<file path="config.mk">
export PLATFORM = sky130hd
export DESIGN_NAME = beep_burst_gen
export DESIGN_NICKNAME = d
export VERILOG_FILES = /design/src/rtl/beep_burst_gen.sv
export SDC_FILE = /design/constraint.sdc
export NUM_CORES = 1
export LEC_CHECK = 0
export BUFFER_PORTS_ARGS = -buffer_cell sky130_fd_sc_hd__buf_2
export CORE_UTILIZATION = 39
export DETAILED_ROUTE_END_ITERATION = 7
export HOLD_SLACK_MARGIN = 0.02
export PLACE_DENSITY = 0.6
export SKIP_CTS_REPAIR_TIMING = 1
export SLEW_MARGIN = 20
export SYNTH_ARGS = -nofsm -noshare
export SYNTH_HDL_FRONTEND = slang
export SYNTH_SLANG_ARGS = --single-unit
</file>
<file path="constraint.sdc">
create_clock -name clk -period 2.7 [get_ports clk]
set_clock_uncertainty 0.05 [all_clocks]
set_input_delay 0.54 -clock clk [delete_from_list [all_inputs] [get_ports clk]]
set_output_delay 0.54 -clock clk [all_outputs]
set_load 0.05 [all_outputs]
</file>
<file path="src/rtl/beep_burst_gen.sv">
// beep_burst_gen: buzzer driver. Each accepted trigger plays BURSTS square-wave
// tone bursts of ON_CYCLES each, separated by OFF_CYCLES of silence. It raises
// busy for the whole sequence and pulses done once when the sequence completes.
module beep_burst_gen #(
    parameter int HALF_PERIOD = 25_000,
    parameter int ON_CYCLES   = 5_000_000,
    parameter int OFF_CYCLES  = 5_000_000,
    parameter int BURSTS      = 2
) (
    input  logic clk,
    input  logic rst,
    input  logic en,
    input  logic trig,
    output logic beep,
    output logic busy,
    output logic done
);

    // One duration counter is shared by bursts and gaps, so it is sized for the longer of the two.
    localparam int DMAX = (ON_CYCLES > OFF_CYCLES) ? ON_CYCLES : OFF_CYCLES;
    localparam int DW   = $clog2(DMAX + 1);
    localparam int TW   = $clog2(HALF_PERIOD + 1);
    localparam int BW   = $clog2(BURSTS + 1);

    localparam logic [DW-1:0] ON_LAST  = DW'(ON_CYCLES - 1);
    localparam logic [DW-1:0] OFF_LAST = DW'(OFF_CYCLES - 1);
    localparam logic [TW-1:0] HP_LAST  = TW'(HALF_PERIOD - 1);
    localparam logic [BW-1:0] B_LAST   = BW'(BURSTS - 1);

    typedef enum logic [1:0] {IDLE, ON, OFF} state_t;

    state_t          state, state_n;
    logic [DW-1:0]   dur_cnt, dur_n;
    logic [TW-1:0]   tone_cnt, tone_n;
    logic [BW-1:0]   burst_idx, burst_n;
    logic            beep_n, busy_n, done_n;

    // Next-state and next-output logic; every output is registered below.
    always_comb begin
        state_n = state;
        dur_n   = dur_cnt;
        tone_n  = tone_cnt;
        burst_n = burst_idx;
        beep_n  = beep;
        busy_n  = busy;
        done_n  = 1'b0;
        case (state)
            IDLE: begin
                beep_n = 1'b0;
                busy_n = 1'b0;
                if (trig) begin
                    state_n = ON;
                    dur_n   = '0;
                    tone_n  = '0;
                    burst_n = '0;
                    beep_n  = 1'b1;
                    busy_n  = 1'b1;
                end
            end
            ON: begin
                dur_n = dur_cnt + DW'(1);
                if (tone_cnt == HP_LAST) begin
                    beep_n = ~beep;
                    tone_n = '0;
                end else begin
                    tone_n = tone_cnt + TW'(1);
                end
                // End of burst wins over the tone toggle: a partial half-period is cut off.
                if (dur_cnt == ON_LAST) begin
                    beep_n = 1'b0;
                    dur_n  = '0;
                    tone_n = '0;
                    if (burst_idx == B_LAST) begin
                        state_n = IDLE;
                        busy_n  = 1'b0;
                        done_n  = 1'b1;
                        burst_n = '0;
                    end else begin
                        state_n = OFF;
                    end
                end
            end
            OFF: begin
                beep_n = 1'b0;
                busy_n = 1'b1;
                dur_n  = dur_cnt + DW'(1);
                if (dur_cnt == OFF_LAST) begin
                    state_n = ON;
                    burst_n = burst_idx + BW'(1);
                    dur_n   = '0;
                    tone_n  = '0;
                    beep_n  = 1'b1;
                end
            end
            default: state_n = IDLE;
        endcase
    end

    // State and output registers; reset and disable both force a silent idle.
    always_ff @(posedge clk) begin
        if (!rst || !en) begin
            state     <= IDLE;
            dur_cnt   <= '0;
            tone_cnt  <= '0;
            burst_idx <= '0;
            beep      <= 1'b0;
            busy      <= 1'b0;
            done      <= 1'b0;
        end else begin
            state     <= state_n;
            dur_cnt   <= dur_n;
            tone_cnt  <= tone_n;
            burst_idx <= burst_n;
            beep      <= beep_n;
            busy      <= busy_n;
            done      <= done_n;
        end
    end

endmodule

</file>
# == Word-level counts from Yosys, hierarchy flattened ==
# Cells that the tools add are included.
# word_totals
out_inout_bits,3
in_bits,4
regBits,45
word_cells,64
# op_classes
bitwise,3
n_mux,27
add_sub_neg,3
reduce_logical,14
eq_ne,10
# op_table
cell,n
2-to-1 mux 15 bit,4
2-to-1 mux 23 bit,2
one-hot mux 23 bit (2 select lines),1
one-hot mux 15 bit (3 select lines),1
adder 23 x 1 -> 23 bit (second input constant),1
equality test 23 bit (second input constant),1
2-to-1 mux 2 bit,8
adder 15 x 1 -> 15 bit (second input constant),1
equality test 15 bit (second input constant),1
one-hot mux 2 bit (3 select lines),2
AND reduction 3 bit,3
inequality test 2 bit (second input constant),4
2-to-1 mux 1 bit,7
one-hot mux 1 bit (3 select lines),2
AND reduction 5 bit,1
equality test 2 x 1 -> 1 bit (second input constant),2
AND reduction 2 bit,2
inequality test 3 bit (second input constant),1
NOT 1 bit,3
nonzero test 3 bit,1
OR reduction 3 bit,1
adder 2 x 1 -> 2 bit (second input constant),1
equality test 2 bit (second input constant),1
zero test 1 bit,2
other kinds (4),4

# == Longest topological paths before layout ==
# depth
ltp_word,4
ltp_mapped,9
depth_no_buf,8

# == Least setup slack after synthesis ==
# No wires, ideal clock.
# synth_timing
path_type,flip-flop to flip-flop
startpoint,reg tone_cnt[11]
endpoint,reg tone_cnt[8]
stages_incl_launch_ff,7
arrival_ns,1.958
synth_period_minus_slack_ns,2.126
required_ns,2.533
slack_ns,0.574
path_buffers,0
setup_ns,0.117
cell_sequence,dfxtp_1 -> or4b_1 -> or4_4 -> o221ai_2 -> a21o_4 -> o22ai_1 -> a32o_1
# synth_between
elab_chain_len,4
# synth_lines
element,line,rtl
from (decl),34,"logic [TW-1:0] tone_cnt, tone_n;"
from (signal assigned),112,tone_cnt <= tone_n;
equality test 15 bit,62,if (tone_cnt == HP_LAST) begin
2-to-1 mux 15 bit,62,
2-to-1 mux 15 bit,69,if (dur_cnt == ON_LAST) begin
one-hot mux 15 bit (3 select lines),47,case (state)
# Every way passes these cells.
# A chain may end at the register's enable or synchronous reset.

# == Worst setup path in the final report ==
# Ends and elaborated chain as after synthesis.

==> flow_metrics.env <==
export IMPL_period_minus_slack_ps=2302
export IMPL_vias_in_the_first_global_route=1817
export IMPL_achievable_frequency_mhz=434.4
export IMPL_dominantRegCellSynth="dfxtp_1"
export IMPL_regToRegSetupSlack_ps=400
export IMPL_grt_max_degree=24
export IMPL_grt_overflow_total=0
export IMPL_placementRows=28
export IMPL_worstPathMaxFanout=15
export IMPL_hold_viol=0
export IMPL_worstReg2RegEnd="tone_cnt[8]$_SDFFE_PP0P_"
export IMPL_synth_async_reset_ratio_pct=0
export IMPL_report_final_setup_viol=0
export IMPL_grt_total_usage_pct=16.47
export IMPL_post_drt_via_cell_ratio=5.320
export IMPL_outcome="finished clean"
export IMPL_yosysUniqueCellTypes=42
export IMPL_gp_congestion=0.7895
export IMPL_rr_startpoint="tone_cnt[11]$_SDFFE_PP0P_"
export IMPL_peakVddDrop_v=0.0001639
export IMPL_post_place_cells=368
export IMPL_arr_time_crit_path_ps=2440
export IMPL_share_of_the_synthesized_area_in_the_top_cell_type_pct=37.97
export IMPL_ff2ff_path_depth=6
export IMPL_dpl_hpwl_um=3529
export IMPL_syn_to_final_growth_pct=9.916
export IMPL_routedWlPerCell_um=13.02
export IMPL_routed_via_count=1995
export IMPL_yosysMostFrequentCell="nor2_1"
export IMPL_tightest_slew_ps=434.5
export IMPL_cts_root_buffer_cell="clkbuf_8"
export IMPL_critical_path_startpoint_type="flop"
export IMPL_synth_net_count=298
export IMPL_max_clock_path_buffers=2
export IMPL_timing_critical_path_from="tone_cnt[11]$_SDFFE_PP0P_"
export IMPL_max_cap_viol_count=0
export IMPL_portBuffers=6
export IMPL_dieWidth_um=79.99
export IMPL_critical_path_required_ps=2840
export IMPL_postLayoutCoreUtil_pct=44.30
export IMPL_insertion_delay_ps=290
export IMPL_drt_antenna_violating_nets=0
export IMPL_number_of_clock_sinks=45
export IMPL_dr_first_iter_drc_count=117
export IMPL_tritoncts="yes"
export IMPL_finalNonFillerCells=375
export IMPL_cellPowerDensity_nw_per_um2=445.2
export IMPL_worstHoldStart="burst_idx[1]$_SDFFE_PP0P_"
export IMPL_leakage_nw=0.8904
export IMPL_antenna_cells=0
export IMPL_synth_edf_count=0
export IMPL_floorplan_io_pins=7
export IMPL_cts_inserted_buffers=5
export IMPL_synth_top_cells_by_count="47 x nor2_1, 45 x dfxtp_1, 22 x nand2_1"
export IMPL_grt_pass1_wl_um=8349
export IMPL_h_tree_levels=2
export IMPL_yosys_register_bits=45
export IMPL_placeable_core_region_sq_um=5886
export IMPL_synth_top_area_cell="dfxtp_1"
export IMPL_synth_area_sq_um=2372
export IMPL_chipHeight_um=79.99
export IMPL_slew_violations=0
export IMPL_final_layout_size_suffix_gt1_share_pct=8.333
export IMPL_grt_setup_unrepaired="no"
export IMPL_number_of_iterations_in_the_first_detailed_routing_pass=4
export IMPL_clkTransAtPathRegs_ps=80
export IMPL_wirelength_um=4882
export IMPL_hp_class="flop to flop"
export IMPL_fin_setup_tns_ps=0
export IMPL_post_synth_cell_area_avg_sq_um=8.266
export IMPL_crit_end="tone_cnt[8]$_SDFFE_PP0P_"
export IMPL_antenna_found_initial=0
export IMPL_synth_seq_area_share_pct=37.97
export IMPL_layout_worst_path_cycle_share_pct=85.26
export IMPL_synthTopCellsByArea="dfxtp_1 38%, nor2_1 7.4%, xor2_1 6.6%"
export IMPL_worstSetupPathType="flop to flop"
export IMPL_end_kind="flop"
export IMPL_initial_utilization_pct=40.31
export IMPL_synthesis_instances=287
export IMPL_worst_slew_margin_rel_pct=70.28
export IMPL_ys_warn_count=0
export IMPL_drc=0
export IMPL_layout_nets=311
export IMPL_die_area_sq_um=6398
stage by stage:
stage / hold slack, ps / worst slack (ps) / total power, mW / cell area [sq um]
4_1_cts: 415.5 / 382.2 / 1.181 / 2608
5_1_grt: 443.3 / 283.3 / 1.223 / 2608
2_1_floorplan: 381.9 / 574.2 / 0.7385 / 2372
3_5_place_dp: 404.4 / 393.5 / 0.7586 / 2521
3_3_place_gp: 390.1 / 430.8 / 0.7589 / 2521
6_report: 414.7 / 398.1 / 1.161 / 2608
critical path, stage by stage (launching register included):
cell and delay, ps:
dfxtp_1 350, or4b_1 520, or4_4 570, o221ai_2 190, a21o_4 240, o22ai_1 90, a32o_1 200
registers in the layout, indices dropped and copies added (netlist names):
register	count
done	1
burst_idx	2
tone_cnt	15
beep	1
dur_cnt	23
state	2
busy	1
cells in the final DEF (no fill, tap or decap), drive strengths merged, types with 4 or more instances in the layout:
cell,count
nand3b,5
dfxtp,45
inv,9
nand4,15
ha,7
nor3,6
clkbuf,7
o21ai,8
nor2,47
and4,5
and3,12
nand2,22
and2,4
nand3,13
xnor2,12
buf,15
xor2,18
a21oi,15
logic make-up (layout without fill, tap and decap cells):
group | Yosys count | count (layout) | synth area share (%)
AO/OA/AOI/OAI | 32 | 32 | 8.491
XOR/XNOR | 30 | 30 | 11.08
AND/OR/NAND/NOR | 152 | 152 | 34.28
buffers and inverters | 18 | 31 | 3.217
multiplexers | 3 | 3 | 1.266
flip-flops | 45 | 45 | 37.97
adder cells (fa/ha/maj) | 7 | 7 | 3.692
worst min-delay path by stage:
stage,end,slack [ps],depth (start not counted)
after floorplan,burst_idx[1]$_SDFFE_PP0P_,380,2
after global placement,burst_idx[1]$_SDFFE_PP0P_,390,2
after detailed placement,burst_idx[1]$_SDFFE_PP0P_,400,2
after CTS,burst_idx[1]$_SDFFE_PP0P_,420,2
after global routing,burst_idx[1]$_SDFFE_PP0P_,440,2
final,burst_idx[1]$_SDFFE_PP0P_,410,2
layout make-up:
class / count / area, sq um
tap: 75 / 93.84
multi-input combinational: 224 / 1395
inverter: 9 / 33.78
clock buffer: 7 / 86.33
sequential: 45 / 900.9
timing repair buffer: 15 / 97.59
fill: 605 / 3278
power breakdown:
group | switching (mW) | internal (mW) | total [mW] | leakage [nW]
logic | 0.0476 | 0.0253 | 0.0729 | 0.483
clock network | 0.214 | 0.203 | 0.417 | 0.0443
registers | 0.00336 | 0.667 | 0.670 | 0.363
total | 0.265 | 0.896 | 1.16 | 0.890
routing by layer:
layer	global-route usage, %	vias up	wire [um]
li1	-	1033	-
met3	4.114	7	107
met1	22.69	929	2610
met5	0	-	0
met4	5.000	0	77
met2	25.04	26	2087
Power figures use the tool's default switching activity.
